==> src/rtl/alu_arb_pkg.sv <==
// Shared ALU op codes and the two-way arbitration helper used by alu_arb.
// The external ALU decodes the same alu_op_e codes.
package alu_arb_pkg;

  localparam int ALU_OP_W = 4;
  localparam int N_REQ    = 2;

  typedef enum logic [ALU_OP_W-1:0] {
    ALU_ADD  = 4'd0,
    ALU_SUB  = 4'd1,
    ALU_AND  = 4'd2,
    ALU_OR   = 4'd3,
    ALU_XOR  = 4'd4,
    ALU_SLL  = 4'd5,
    ALU_SRA  = 4'd6,
    ALU_SRL  = 4'd7,
    ALU_NOR  = 4'd8,
    ALU_SLT  = 4'd9,
    ALU_SLTU = 4'd10,
    ALU_ADDU = 4'd11,
    ALU_SUBU = 4'd12
  } alu_op_e;

  // One-hot grant {g1, g0}; ptr only matters when both requesters are eligible.
  function automatic logic [1:0] arb_pick(input logic e0, input logic e1, input logic ptr);
    logic [1:0] g;
    g = 2'b00;
    if (e0 && e1) begin
      g = ptr ? 2'b10 : 2'b01;
    end else if (e0) begin
      g = 2'b01;
    end else if (e1) begin
      g = 2'b10;
    end
    return g;
  endfunction

endpackage

==> src/rtl/alu_arb_rsp_buf.sv <==
// Single-entry result register with valid/ready; a load on the same edge as a
// drain refills the entry so a requester can sustain one result per cycle.
module alu_arb_rsp_buf
  import alu_arb_pkg::*;
#(
  parameter int DATA_W = 32
) (
  input  logic              clk,
  input  logic              rst_n,
  input  logic              i_load,
  input  logic [DATA_W-1:0] i_data,
  input  logic              i_zero,
  input  logic              i_gez,
  input  logic              i_ready,
  output logic              o_valid,
  output logic [DATA_W-1:0] o_data,
  output logic              o_zero,
  output logic              o_gez
);

  logic              r_valid;
  logic [DATA_W-1:0] r_data;
  logic              r_zero;
  logic              r_gez;

  always_ff @(posedge clk or negedge rst_n) begin
    if (!rst_n) begin
      r_valid <= 1'b0;
      r_data  <= '0;
      r_zero  <= 1'b0;
      r_gez   <= 1'b0;
    end else if (i_load) begin
      r_valid <= 1'b1;
      r_data  <= i_data;
      r_zero  <= i_zero;
      r_gez   <= i_gez;
    end else if (i_ready) begin
      // payload is left untouched on drain; only valid drops
      r_valid <= 1'b0;
    end
  end

  assign o_valid = r_valid;
  assign o_data  = r_data;
  assign o_zero  = r_zero;
  assign o_gez   = r_gez;

endmodule

==> src/rtl/alu_arb.sv <==
// Two-requester arbiter in front of one shared, external combinational ALU.
// Grants at most one requester per cycle and buffers each requester's result.
module alu_arb
  import alu_arb_pkg::*;
#(
  parameter int DATA_W = 32,
  parameter int OP_W   = ALU_OP_W,
  parameter int CNT_W  = 16
) (
  input  logic              clk,
  input  logic              rst_n,
  input  logic              i_req0_valid,
  output logic              o_req0_ready,
  input  logic [OP_W-1:0]   i_req0_op,
  input  logic [DATA_W-1:0] i_req0_a,
  input  logic [DATA_W-1:0] i_req0_b,
  input  logic              i_req1_valid,
  output logic              o_req1_ready,
  input  logic [OP_W-1:0]   i_req1_op,
  input  logic [DATA_W-1:0] i_req1_a,
  input  logic [DATA_W-1:0] i_req1_b,
  output logic [OP_W-1:0]   o_alu_op,
  output logic [DATA_W-1:0] o_alu_a,
  output logic [DATA_W-1:0] o_alu_b,
  input  logic [DATA_W-1:0] i_alu_c,
  input  logic              i_alu_zero,
  input  logic              i_alu_gez,
  output logic              o_rsp0_valid,
  input  logic              i_rsp0_ready,
  output logic [DATA_W-1:0] o_rsp0_data,
  output logic              o_rsp0_zero,
  output logic              o_rsp0_gez,
  output logic              o_rsp1_valid,
  input  logic              i_rsp1_ready,
  output logic [DATA_W-1:0] o_rsp1_data,
  output logic              o_rsp1_zero,
  output logic              o_rsp1_gez,
  output logic [CNT_W-1:0]  o_grant_cnt
);

  logic [N_REQ-1:0]  w_req_valid;
  logic [N_REQ-1:0]  w_rsp_valid;
  logic [N_REQ-1:0]  w_rsp_ready;
  logic [N_REQ-1:0]  w_rsp_zero;
  logic [N_REQ-1:0]  w_rsp_gez;
  logic [N_REQ-1:0]  w_elig;
  logic [N_REQ-1:0]  w_grant;
  logic [DATA_W-1:0] w_rsp_data [N_REQ];

  logic              r_ptr;
  logic [CNT_W-1:0]  r_grant_cnt;

  assign w_req_valid = {i_req1_valid, i_req0_valid};
  assign w_rsp_ready = {i_rsp1_ready, i_rsp0_ready};

  // A requester may go only if its result slot is empty or draining this cycle.
  assign w_elig  = w_req_valid & (~w_rsp_valid | w_rsp_ready);
  assign w_grant = rst_n ? arb_pick(w_elig[0], w_elig[1], r_ptr) : 2'b00;

  assign o_req0_ready = w_grant[0];
  assign o_req1_ready = w_grant[1];

  always_comb begin
    o_alu_op = OP_W'(ALU_ADD);
    o_alu_a  = '0;
    o_alu_b  = '0;
    if (w_grant[0]) begin
      o_alu_op = i_req0_op;
      o_alu_a  = i_req0_a;
      o_alu_b  = i_req0_b;
    end else if (w_grant[1]) begin
      o_alu_op = i_req1_op;
      o_alu_a  = i_req1_a;
      o_alu_b  = i_req1_b;
    end
  end

  always_ff @(posedge clk or negedge rst_n) begin
    if (!rst_n) begin
      r_ptr       <= 1'b0;
      r_grant_cnt <= '0;
    end else begin
      if (w_grant[0]) begin
        r_ptr <= 1'b1;
      end else if (w_grant[1]) begin
        r_ptr <= 1'b0;
      end
      if (|w_grant) begin
        r_grant_cnt <= r_grant_cnt + 1'b1;
      end
    end
  end

  assign o_grant_cnt = r_grant_cnt;

  generate
    for (genvar gi = 0; gi < N_REQ; gi++) begin : g_rsp
      alu_arb_rsp_buf #(
        .DATA_W (DATA_W)
      ) u_rsp_buf (
        .clk     (clk),
        .rst_n   (rst_n),
        .i_load  (w_grant[gi]),
        .i_data  (i_alu_c),
        .i_zero  (i_alu_zero),
        .i_gez   (i_alu_gez),
        .i_ready (w_rsp_ready[gi]),
        .o_valid (w_rsp_valid[gi]),
        .o_data  (w_rsp_data[gi]),
        .o_zero  (w_rsp_zero[gi]),
        .o_gez   (w_rsp_gez[gi])
      );
    end
  endgenerate

  assign o_rsp0_valid = w_rsp_valid[0];
  assign o_rsp0_data  = w_rsp_data[0];
  assign o_rsp0_zero  = w_rsp_zero[0];
  assign o_rsp0_gez   = w_rsp_gez[0];
  assign o_rsp1_valid = w_rsp_valid[1];
  assign o_rsp1_data  = w_rsp_data[1];
  assign o_rsp1_zero  = w_rsp_zero[1];
  assign o_rsp1_gez   = w_rsp_gez[1];

endmodule

==> config.mk <==
export PLATFORM = sky130hd
export DESIGN_NAME = alu_arb
export DESIGN_NICKNAME = d
export VERILOG_FILES = /design/src/rtl/alu_arb_pkg.sv /design/src/rtl/alu_arb_rsp_buf.sv /design/src/rtl/alu_arb.sv
export SDC_FILE = /design/constraint.sdc
export NUM_CORES = 1
export LEC_CHECK = 0
export BUFFER_PORTS_ARGS = -buffer_cell sky130_fd_sc_hd__buf_2
export CORE_AREA = 2 2 129 131
export CTS_CLUSTER_SIZE = 16
export DETAILED_ROUTE_END_ITERATION = 6
export DIE_AREA = 0 0 131 133
export PLACE_DENSITY_LB_ADDON = 0.08
export RECOVER_POWER = 25
export SLEW_MARGIN = 0
export SYNTH_ARGS = -nofsm -noshare
export SYNTH_HDL_FRONTEND = slang
export SYNTH_SLANG_ARGS = --single-unit
==> constraint.sdc <==
create_clock -name clk -period 2.5 [get_ports clk]
set_input_delay 0.375 -clock clk [delete_from_list [all_inputs] [get_ports clk]]
set_output_delay 0.375 -clock clk [all_outputs]
set_load 0.005 [all_outputs]
==> results of run 1 <==
==> kinds of logic (layout without fill, tap and decap cells) <==
kind of cell             count (synthesis)  count (layout)  synth area share
flip-flops                              87              87             0.531
AO/OA/AOI/OAI                           72              72             0.152
multiplexers                            69              69             0.190
AND/OR/NAND/NOR                         34              34            0.0491
buffers and inverters                   26             356            0.0424
XOR/XNOR                                15              15            0.0320
adder cells (fa/ha/maj)                  1               1           0.00305
other                                    0               3                 0
==> worst max path at each step <==
stage,startpoint,endpoint,slack [ns],cells after the start
2_1_floorplan,i_rsp1_ready,o_alu_a[25],0.82,6
3_3_place_gp,rst_n,o_grant_cnt[1],0.33,4
3_5_place_dp,rst_n,o_grant_cnt[1],0.33,4
4_1_cts,g_rsp[0].u_rsp_buf.o_valid,o_alu_b[13],0.14,7
5_1_grt,rst_n,o_grant_cnt[9],0.03,5
6_report,g_rsp[0].u_rsp_buf.o_valid,o_alu_b[13],0.17,7
==> state kept, by name, indices dropped and copies added, names as in the netlist <==
| name | flops |
|---|---|
| g_rsp.u_rsp_buf.o_gez | 2 |
| r_ptr | 1 |
| g_rsp.u_rsp_buf.o_data | 64 |
| g_rsp.u_rsp_buf.o_zero | 2 |
| g_rsp.u_rsp_buf.o_valid | 2 |
| o_grant_cnt | 16 |
==> power by group <==
group | switching (uW) | internal (uW)
combinational | 590 | 725
clock | 530 | 831
sequential | 217 | 1750
==> placed cells by master, fill, tap and decap left out, types with 2 or more instances in the layout <==
| master | count |
|---|---|
| a22o_1 | 68 |
| and2_1 | 2 |
| and3_1 | 4 |
| and4_1 | 2 |
| buf_12 | 3 |
| buf_2 | 300 |
| buf_4 | 4 |
| clkbuf_1 | 31 |
| clkbuf_16 | 9 |
| clkbuf_8 | 2 |
| clkinvlp_4 | 2 |
| dfrtp_1 | 87 |
| diode_2 | 3 |
| mux2_2 | 67 |
| nand2_1 | 5 |
| nand3_1 | 7 |
| nand4_1 | 8 |
| nor2_1 | 2 |
| xnor2_1 | 14 |
==> stage by stage <==
step	setup slack (ns)	hold WS, ns	total power, uW	util
6_report	0.169	0.285	4640	0.386
5_1_grt	0.0257	0.273	4930	0.386
3_3_place_gp	0.332	0.468	3340	0.369
3_5_place_dp	0.329	0.461	3360	0.369
2_1_floorplan	0.818	0.0794	2580	-
4_1_cts	0.141	0.150	4750	0.388
==> Yosys cell counts (2+ instances only) <==
cell type / number
buf_4: 9
nand3_1: 7
buf_2: 10
nand4_1: 8
nand2_1: 5
and4_1: 2
and2_1: 2
a22o_1: 68
and3_1: 4
buf_6: 4
dfrtp_1: 87
mux2_2: 67
nor2_1: 2
xnor2_1: 14
==> area by class of cell <==
cell class / count / area [um2]
tap: 220 / 275
timing repair buffer: 338 / 1710
antenna: 3 / 7.51
clock buffer: 12 / 256
fill: 1663 / 9930
sequential: 87 / 2180
multi-input combinational: 191 / 1760
inverter: 2 / 8.76
clock inverter: 4 / 53.8
==> routing by layer <==
| metal | track usage | vias to the layer above | share of wire | wire [um] |
|---|---|---|---|---|
| met5 | 0 | - | 0.0017 | 27 |
| li1 | - | 1812 | - | - |
| met1 | 0.185 | 1894 | 0.37 | 5870 |
| met2 | 0.307 | 168 | 0.52 | 8200 |
| met4 | 0.0662 | 4 | 0.021 | 331 |
| met3 | 0.0465 | 26 | 0.084 | 1320 |
==> impl_metrics.tcl, run 1 <==
set metrics [dict create \
    status "finished, final reports clean" \
    fmax_mhz 429 \
    final-hold-violation-count 0 \
    synthArstFlopShare 1.00 \
    gp_congestion 0.827 \
    drc 0 \
    rsz0062_at_grt "false" \
    cts_hold_buf 0 \
    holdPathEnd "g_rsp[0].u_rsp_buf.o_data[8]" \
    post-route-min-period_ns 2.33 \
    grt_max_degree 58 \
    routed_via_density 4.56 \
    hold_path_class "input pin to flop" \
    placed_cells 838 \
    area_growth_pct 52.2 \
    crit_path_max_incr_delay_ns 0.39 \
    drt_iter0_markers 129 \
    grt_pass1_wl_um 22200 \
    ir_drop_v 0.000332 \
    power_density_mw_per_mm2 743 \
    finalSetupTns_ns 0 \
    setup_violations 0 \
    synthFlopType "dfrtp_1" \
    worstPathCellList "nand2b_1 > nand2_1 > o21ai_2 > clkinv_2 > buf_4 > a22o_1 > buf_2" \
    crit_family "buffers and inverters" \
    cts_setup_buffers 0 \
    place_hpwl_um 12300 \
    yosys.area.top_type "dfrtp_1" \
    worst_setup_path_end_kind "output port" \
    ys_seq_area_frac 0.531 \
    tightest_slew_ns 1.06 \
    ant_nets 0 \
    initial_core_util 0.254 \
    vias 3904 \
    clk_latency_ns 0.33 \
    drive_gt1_frac 0.625 \
    wl_per_cell_um 18.4 \
    cp.required_ns 2.12 \
    synth.top_cell.area_share 0.531 \
    crit_path_max_fanout 41 \
    min_from "i_alu_c[8]" \
    antenna_found_initial 5 \
    syn-instance-count 304 \
    wl_um 15800 \
    core-area_mm2 0.0162 \
    worstRegToRegCells 5 \
    fin_crit_sh 0.932 \
    grt_pass1_vias 3894 \
    cts_resized 0 \
    cpMaxStageDelayCell "dfrtp_1" \
    die_h_um 133 \
    syn_nets 481 \
    drtPass1Iterations 4 \
    layout.nets 806 \
    path_class "flop to output port" \
    die-area_mm2 0.0174 \
    cts_tree "built" \
    r2r-end "g_rsp[0].u_rsp_buf.o_data[31]" \
    hold_depth 2 \
    cts_inserted_buffers 9 \
    place_area_mm2 0.00597 \
    num_rows 47 \
    syn_area_mm2 0.00410 \
    ys_warn_count 0 \
    num_io_pins 332 \
    r2r_slack_ns 0.78 \
    ys_types 29 \
    synth_area_leaders "dfrtp_1 (53%), mux2_2 (18%), a22o_1 (15%)" \
    fp.dieW_um 131 \
    clockBufferDepth 2 \
    maxSlewViolCount 0 \
    crit_buf_inv 3 \
    cp-start-kind "flop" \
    finClkSkew_ns 0.00781 \
    synth_edf_count 0 \
    design_area_mm2 0.00624 \
    cts_root_buf "clkbuf_16" \
    leakage_uw 0.00321 \
    cts_sinks 87 \
    maxSlewHeadroom 0.290 \
    avgSynthCellArea_um2 13.5 \
    grt.total_usage 0.170 \
    drv_cap 0 \
    critPathArrivalTime_ns 1.96 \
    path_clk_slew_ns 0.06 \
    final-instance-count-excl-fill 857 \
    h-tree-depth 3 \
    numPortBuffers 331 \
    r2r_start "g_rsp[0].u_rsp_buf.o_valid" \
    ys_ff_latch 87 \
    grt-ovfl-total 0 \
]
Power figures use the tool's default switching activity.
==> inputs of run 2 (changes only) <==
==> constraint.sdc (replaced) <==
create_clock -name clk -period 2.5 [get_ports clk]
set_input_delay 0.125 -clock clk [delete_from_list [all_inputs] [get_ports clk]]
set_output_delay 0.125 -clock clk [all_outputs]
set_load 0.005 [all_outputs]
==> run 2 against run 1 <==
  * Global-route usage about the same
  * Maximum frequency up 1.2%
  * Final area down 0.16%
  * Clock-buffer cell count down 3
  * Clock skew up 0.0035 ns
  * Sequential power about the same
  * Non-clock buffer count up 1
  * Critical endpoint is now o_alu_a[4]
  * Highest routed layer is now met4
==> impl_metrics.tcl, run 2 (synthesis gave the netlist of run 1 again) <==
set metrics [dict create \
    status "finished, final reports clean" \
    cts_sinks 87 \
    cts_tree "built" \
    final-hold-violation-count 0 \
    min_from "i_alu_c[13]" \
    wl_um 15900 \
    worstRegToRegCells 5 \
    ant_nets 0 \
    r2r_start "g_rsp[0].u_rsp_buf.o_valid" \
    worst_setup_path_end_kind "output port" \
    maxSlewHeadroom 0.433 \
    routed_via_density 4.53 \
    power_density_mw_per_mm2 749 \
    layout.nets 807 \
    fp.dieW_um 131 \
    final_common_cell "buf_2" \
    setup_violations 0 \
    holdPathEnd "g_rsp[0].u_rsp_buf.o_data[13]" \
    path_clk_slew_ns 0.07 \
    antenna_found_initial 3 \
    drtPass1Iterations 4 \
    initial_core_util 0.254 \
    r2r_slack_ns 0.80 \
    power_uw 4670 \
    fmax_mhz 434 \
    cp.required_ns 2.38 \
    drc 0 \
    vias 3891 \
    maxSlewViolCount 0 \
    num_io_pins 332 \
    drive_gt1_frac 0.597 \
    num_rows 47 \
    grt_max_degree 67 \
    layout_common_cells "buf_2 (283), dfrtp_1 (87), a22o_1 (68), mux2_2 (67), clkbuf_1 (47)" \
    h-tree-depth 3 \
    drv_cap 0 \
    grt_pass1_wl_um 22000 \
    grt_pass1_vias 3800 \
    finClkSkew_ns 0.0114 \
    core-area_mm2 0.0162 \
    dp_slack_ns 0.560 \
    hold_depth 2 \
    tightest_slew_ns 0.850 \
    grt-ovfl-total 0 \
    cp-start-kind "input pin" \
    rsz0062_at_grt "false" \
    die_h_um 133 \
    largest_register_ffs 64 \
    path_class "input pin to output port" \
    fin_ws_ns 0.197 \
    cts_inserted_buffers 9 \
    drt_iter0_markers 156 \
    place_area_mm2 0.00595 \
    clk_latency_ns 0.35 \
    grt.total_usage 0.170 \
    fin_crit_sh 0.921 \
    r2r-end "g_rsp[0].u_rsp_buf.o_data[31]" \
    design_area_mm2 0.00623 \
    numPortBuffers 331 \
    area_growth_pct 52.0 \
    wl_per_cell_um 18.5 \
    gp_congestion 0.807 \
    clockBufferDepth 2 \
    post-route-min-period_ns 2.30 \
    ir_drop_v 0.000316 \
    place_hpwl_um 12300 \
    finalSetupTns_ns 0 \
    die-area_mm2 0.0174 \
    hold_path_class "input pin to flop" \
    critPathArrivalTime_ns 2.18 \
    crit_path_max_fanout 49 \
    cts_root_buf "clkbuf_16" \
    leakage_uw 0.00317 \
]
-- run 2: changes by cell type in the layout (fill, tap and decap cells not counted), sizes merged --
cell	previous run	this run
buf	307	290
clkinv	2	1
clkbuf	43	56
clkinvlp	2	1
dlygate4sd3	0	2
inv	1	6
-- run 2: cell type report --
class / instances / area (um2)
diodes: 3 / 7.51
clock inverters: 7 / 86.3
flip-flops and latches: 87 / 2180
inverters: 2 / 8.76
repair buffers: 339 / 1700
multi-input cells: 191 / 1760
well taps: 220 / 275
fillers: 1697 / 9940
clock buffers: 9 / 225
-- run 2: what timing repair did --
item	4_1_cts	5_1_grt
hold endpoints to repair	22	0
hold buffers	2	0
buffers inserted	0	0
resized for setup	0	2
endpoints found under the setup margin	0	29
-- run 2: worst max path at each step --
stage,start,end,slack (ns),cells after the start
finish,rst_n,o_alu_a[4],0.20,9
global route,rst_n,o_alu_a[29],0.03,9
CTS,rst_n,o_alu_a[4],0.003,9
detailed placement,rst_n,g_rsp[1].u_rsp_buf.o_data[4],0.56,7
global placement,rst_n,g_rsp[1].u_rsp_buf.o_gez,0.59,7
floorplan,g_rsp[0].u_rsp_buf.o_valid,g_rsp[0].u_rsp_buf.o_data[30],1.00,6
-- run 2: stage by stage --
stage                     cells  utilization  hold WS [ns]
after global placement      837        0.368        0.0387
after global routing        857        0.385        0.0130
after detailed placement    837        0.368        0.0408
after CTS                   855        0.388       0.00302
after floorplan             304            -        -0.171
final                       858        0.386        0.0196
-- run 2: routing by layer --
layer  vias up  part of all wire  global-route usage
met3        11             0.082              0.0412
met4         0            0.0098              0.0632
met2       176              0.53               0.301
met1      1899              0.38               0.197
met5         -                 0                   0
li1       1805                 -                   -
-- run 2: critical path, stage by stage --
cell	delay, ns
dlygate4sd3_1	0.55
buf_4	0.31
and2_1	0.20
and2_4	0.15
o21ai_2	0.06
clkinv_2	0.06
buf_6	0.36
a22o_1	0.21
buf_2	0.13
-- run 2: power by group --
part | internal (uW) | switching [uW] | total [uW]
Sequential | 1750 | 220 | 1970
Combinational | 706 | 587 | 1290
Clock | 799 | 607 | 1410
==> inputs of run 3 (changes only) <==
CORE_AREA = 2 2 131 133   (was 2 2 129 131)
DIE_AREA = 0 0 133 135   (was 0 0 131 133)
SYNTH_HIERARCHICAL = 1   (was not set)
==> run 3 against run 2 <==
  * Combinational power is 12% higher
  * Via count grew 3.3%
  * Wire length increased by 15%
  * Sequential share of layout area shrank 1.4 points
  * Sequential power about the same
  * Die area rose by 3.1%
  * Clock-buffer cell count grew 2
  * Final area rose by 4.1%
  * Worst setup slack worse by 0.014 ns
  * Critical endpoint unchanged
  * Non-clock buffer count did not move
  * Largest cell class unchanged
  * Register-to-register slack worse by 0.16 ns
  * Global-route usage increased by 2.5 points
==> impl_metrics.tcl, run 3 <==
set metrics [dict create \
    synth_edf_count 0 \
    numPortBuffers 331 \
    vias 4019 \
    final-hold-violation-count 0 \
    cts_inserted_buffers 9 \
    drtPass1Iterations 4 \
    grt_max_degree 89 \
    largest_register_ffs 64 \
    path_clk_slew_ns 0.06 \
    fin_ws_ns 0.183 \
    synthFlopType "dfrtp_1" \
    rsz0062_at_grt "false" \
    crit_path_max_fanout 23 \
    clk_latency_ns 0.33 \
    drive_gt1_frac 0.609 \
    placed_cells 843 \
    worstPathCellList "dlygate4sd3_1 > buf_4 > and2_4 > nand2_1 > a31oi_4 > buf_4 > buf_4 > a22o_1 > buf_2" \
    cts_sinks 87 \
    whs_ns 0.0334 \
    syn-instance-count 309 \
    ys_warn_count 6 \
    synth.top_cell.area_share 0.491 \
    drc 0 \
    maxSlewViolCount 0 \
    cp.required_ns 2.38 \
    ys_types 27 \
    path_class "input pin to output port" \
    antenna_found_initial 2 \
    avgSynthCellArea_um2 14.3 \
    grt-ovfl-total 0 \
    tightest_slew_ns 1.37 \
    ys_seq_area_frac 0.491 \
    initial_core_util 0.270 \
    routed_via_density 4.67 \
    ys_ff_latch 87 \
    hold_path_class "input pin to flop" \
    core-area_mm2 0.0164 \
    die_h_um 135 \
    gp_congestion 0.941 \
    leakage_uw 0.00340 \
    clockBufferDepth 2 \
    layout_common_cells "buf_2 (294), dfrtp_1 (87), a22o_1 (68), mux2_4 (58), clkbuf_1 (37)" \
    yosysMostFrequentCell "dfrtp_1" \
    dp_slack_ns 0.566 \
    fp.dieW_um 133 \
    post-route-min-period_ns 2.32 \
    layout.nets 812 \
    ant_nets 0 \
    diodes 0 \
    ir_drop_v 0.000334 \
    cts_tree "built" \
    worst_setup_path_end_kind "output port" \
    wl_per_cell_um 21.2 \
    finalSetupTns_ns 0 \
    syn_area_mm2 0.00443 \
    fin_crit_sh 0.927 \
    synth_area_leaders "dfrtp_1 (49%), mux2_4 (20%), a22o_1 (13%)" \
    num_io_pins 332 \
    final-instance-count-excl-fill 860 \
    grt_pass1_wl_um 26200 \
    cpMaxStageDelayCell "dlygate4sd3_1" \
    syn_nets 486 \
    synthArstFlopShare 1.00 \
    maxSlewHeadroom 0.0882 \
    drv_cap 0 \
    final_util 0.395 \
    wl_um 18200 \
    fmax_mhz 432 \
    place_hpwl_um 14300 \
    die-area_mm2 0.0180 \
    num_rows 47 \
    critPathArrivalTime_ns 2.19 \
    yosys.area.top_type "dfrtp_1" \
    grt.total_usage 0.196 \
    path_common_cell "buf_4" \
    multi_input_area_mm2 0.00201 \
    drt_iter0_markers 142 \
    setup_violations 0 \
    power_density_mw_per_mm2 743 \
    grt_pass1_vias 4151 \
    cts_resized 0 \
    area_growth_pct 46.4 \
    h-tree-depth 3 \
    cp-start-kind "input pin" \
    n_fill_cell 1650 \
    yosys-top-cells-count "dfrtp_1 (87), a22o_1 (68), mux2_4 (58), buf_2 (14)" \
    cts_root_buf "clkbuf_16" \
    crit_buf_inv 5 \
    crit_path_max_incr_delay_ns 0.56 \
    crit_family "buffers and inverters" \
    status "finished, final reports clean" \
    finClkSkew_ns 0.00594 \
    final_common_cell "buf_2" \
    regArea_mm2 0.00218 \
]
## run 3: changes by cell type in the layout (fill, tap and decap cells not counted), sizes merged, moves of 3 or more
cell,previous run,this run
xor2,1,5
nor2,3,0
a21o,0,3
clkbuf,56,48
xnor2,14,10
buf,290,301
diode,3,0
nand4,8,5
nor3,0,4
## run 3: logic make-up (layout without fill, tap and decap cells)
| family | count (synthesis) | in the layout | synth area share |
|---|---|---|---|
| AND/OR/NAND/NOR | 35 | 35 | 0.0452 |
| multiplexers | 68 | 68 | 0.222 |
| adder cells (fa/ha/maj) | 1 | 1 | 0.00282 |
| XOR/XNOR | 15 | 15 | 0.0296 |
| buffers and inverters | 28 | 359 | 0.0564 |
| AO/OA/AOI/OAI | 75 | 75 | 0.153 |
| flip-flops | 87 | 87 | 0.491 |
## run 3: report_power, final
| part | internal [uW] | leakage, uW | total, uW | switching, uW |
|---|---|---|---|---|
| combinational | 835 | 0.00221 | 1450 | 611 |
| clock | 827 | 0.000152 | 1370 | 548 |
| sequential | 1740 | 0.00104 | 2000 | 256 |
| total | 3410 | 0.00340 | 4820 | 1420 |
## run 3: final cells by class
type	instances	area share
Timing Repair Buffer	339	0.262
Sequential cell	87	0.336
Clock buffer	11	0.0390
Clock inverter	5	0.00868
Multi-Input combinational cell	194	0.310
Tap cell	220	0.0424
Inverter	4	0.00231
## run 3: stage by stage
stage	total power (uW)	instance area [um2]
finish	4820	6490
global route	5100	6490
CTS	4930	6540
detailed placement	3520	6220
global placement	3510	6220
floorplan	2740	4430
## run 3: worst reg2reg max path: cells and delay by family, from the launching register on
kind | cells | cell delay (ns)
compound gates | 1 | 0.20
buf+inv | 1 | 0.39
flops | 1 | 0.40
mux | 1 | 0.48
simple gates | 2 | 0.28
## run 3: repair_timing
item | CTS | global route
hold buffers | 1 | 0
endpoints found under the hold margin | 25 | 0
setup buffers | 0 | 0
## run 3: path summary, 6_finish.rpt
check / slack [ns] / to / startpoint / cells past startpoint
setup / recovery: 0.18 / o_alu_a[4] / rst_n / 9
hold / removal: 0.03 / g_rsp[0].u_rsp_buf/o_data[29] / i_alu_c[29] / 2
setup reg to reg: 0.64 / g_rsp[0].u_rsp_buf/o_gez / g_rsp[0].u_rsp_buf/o_valid / 5
hold reg to reg: 0.48 / o_grant_cnt[15] / o_grant_cnt[15] / 1
max in group asynchronous: 0.86 / o_grant_cnt[7] / rst_n / 3
min in group asynchronous: 0.61 / g_rsp[1].u_rsp_buf/o_data[21] / rst_n / 3
## run 3: metal layers
layer  global-route usage  vias to the layer above  wire (um)
li1                     -                     1813          -
met1                0.243                     1969       7670
met2                0.313                      200       8430
met3               0.0717                       33       1660
met4               0.0693                        4        451
met5                    0                        -         27
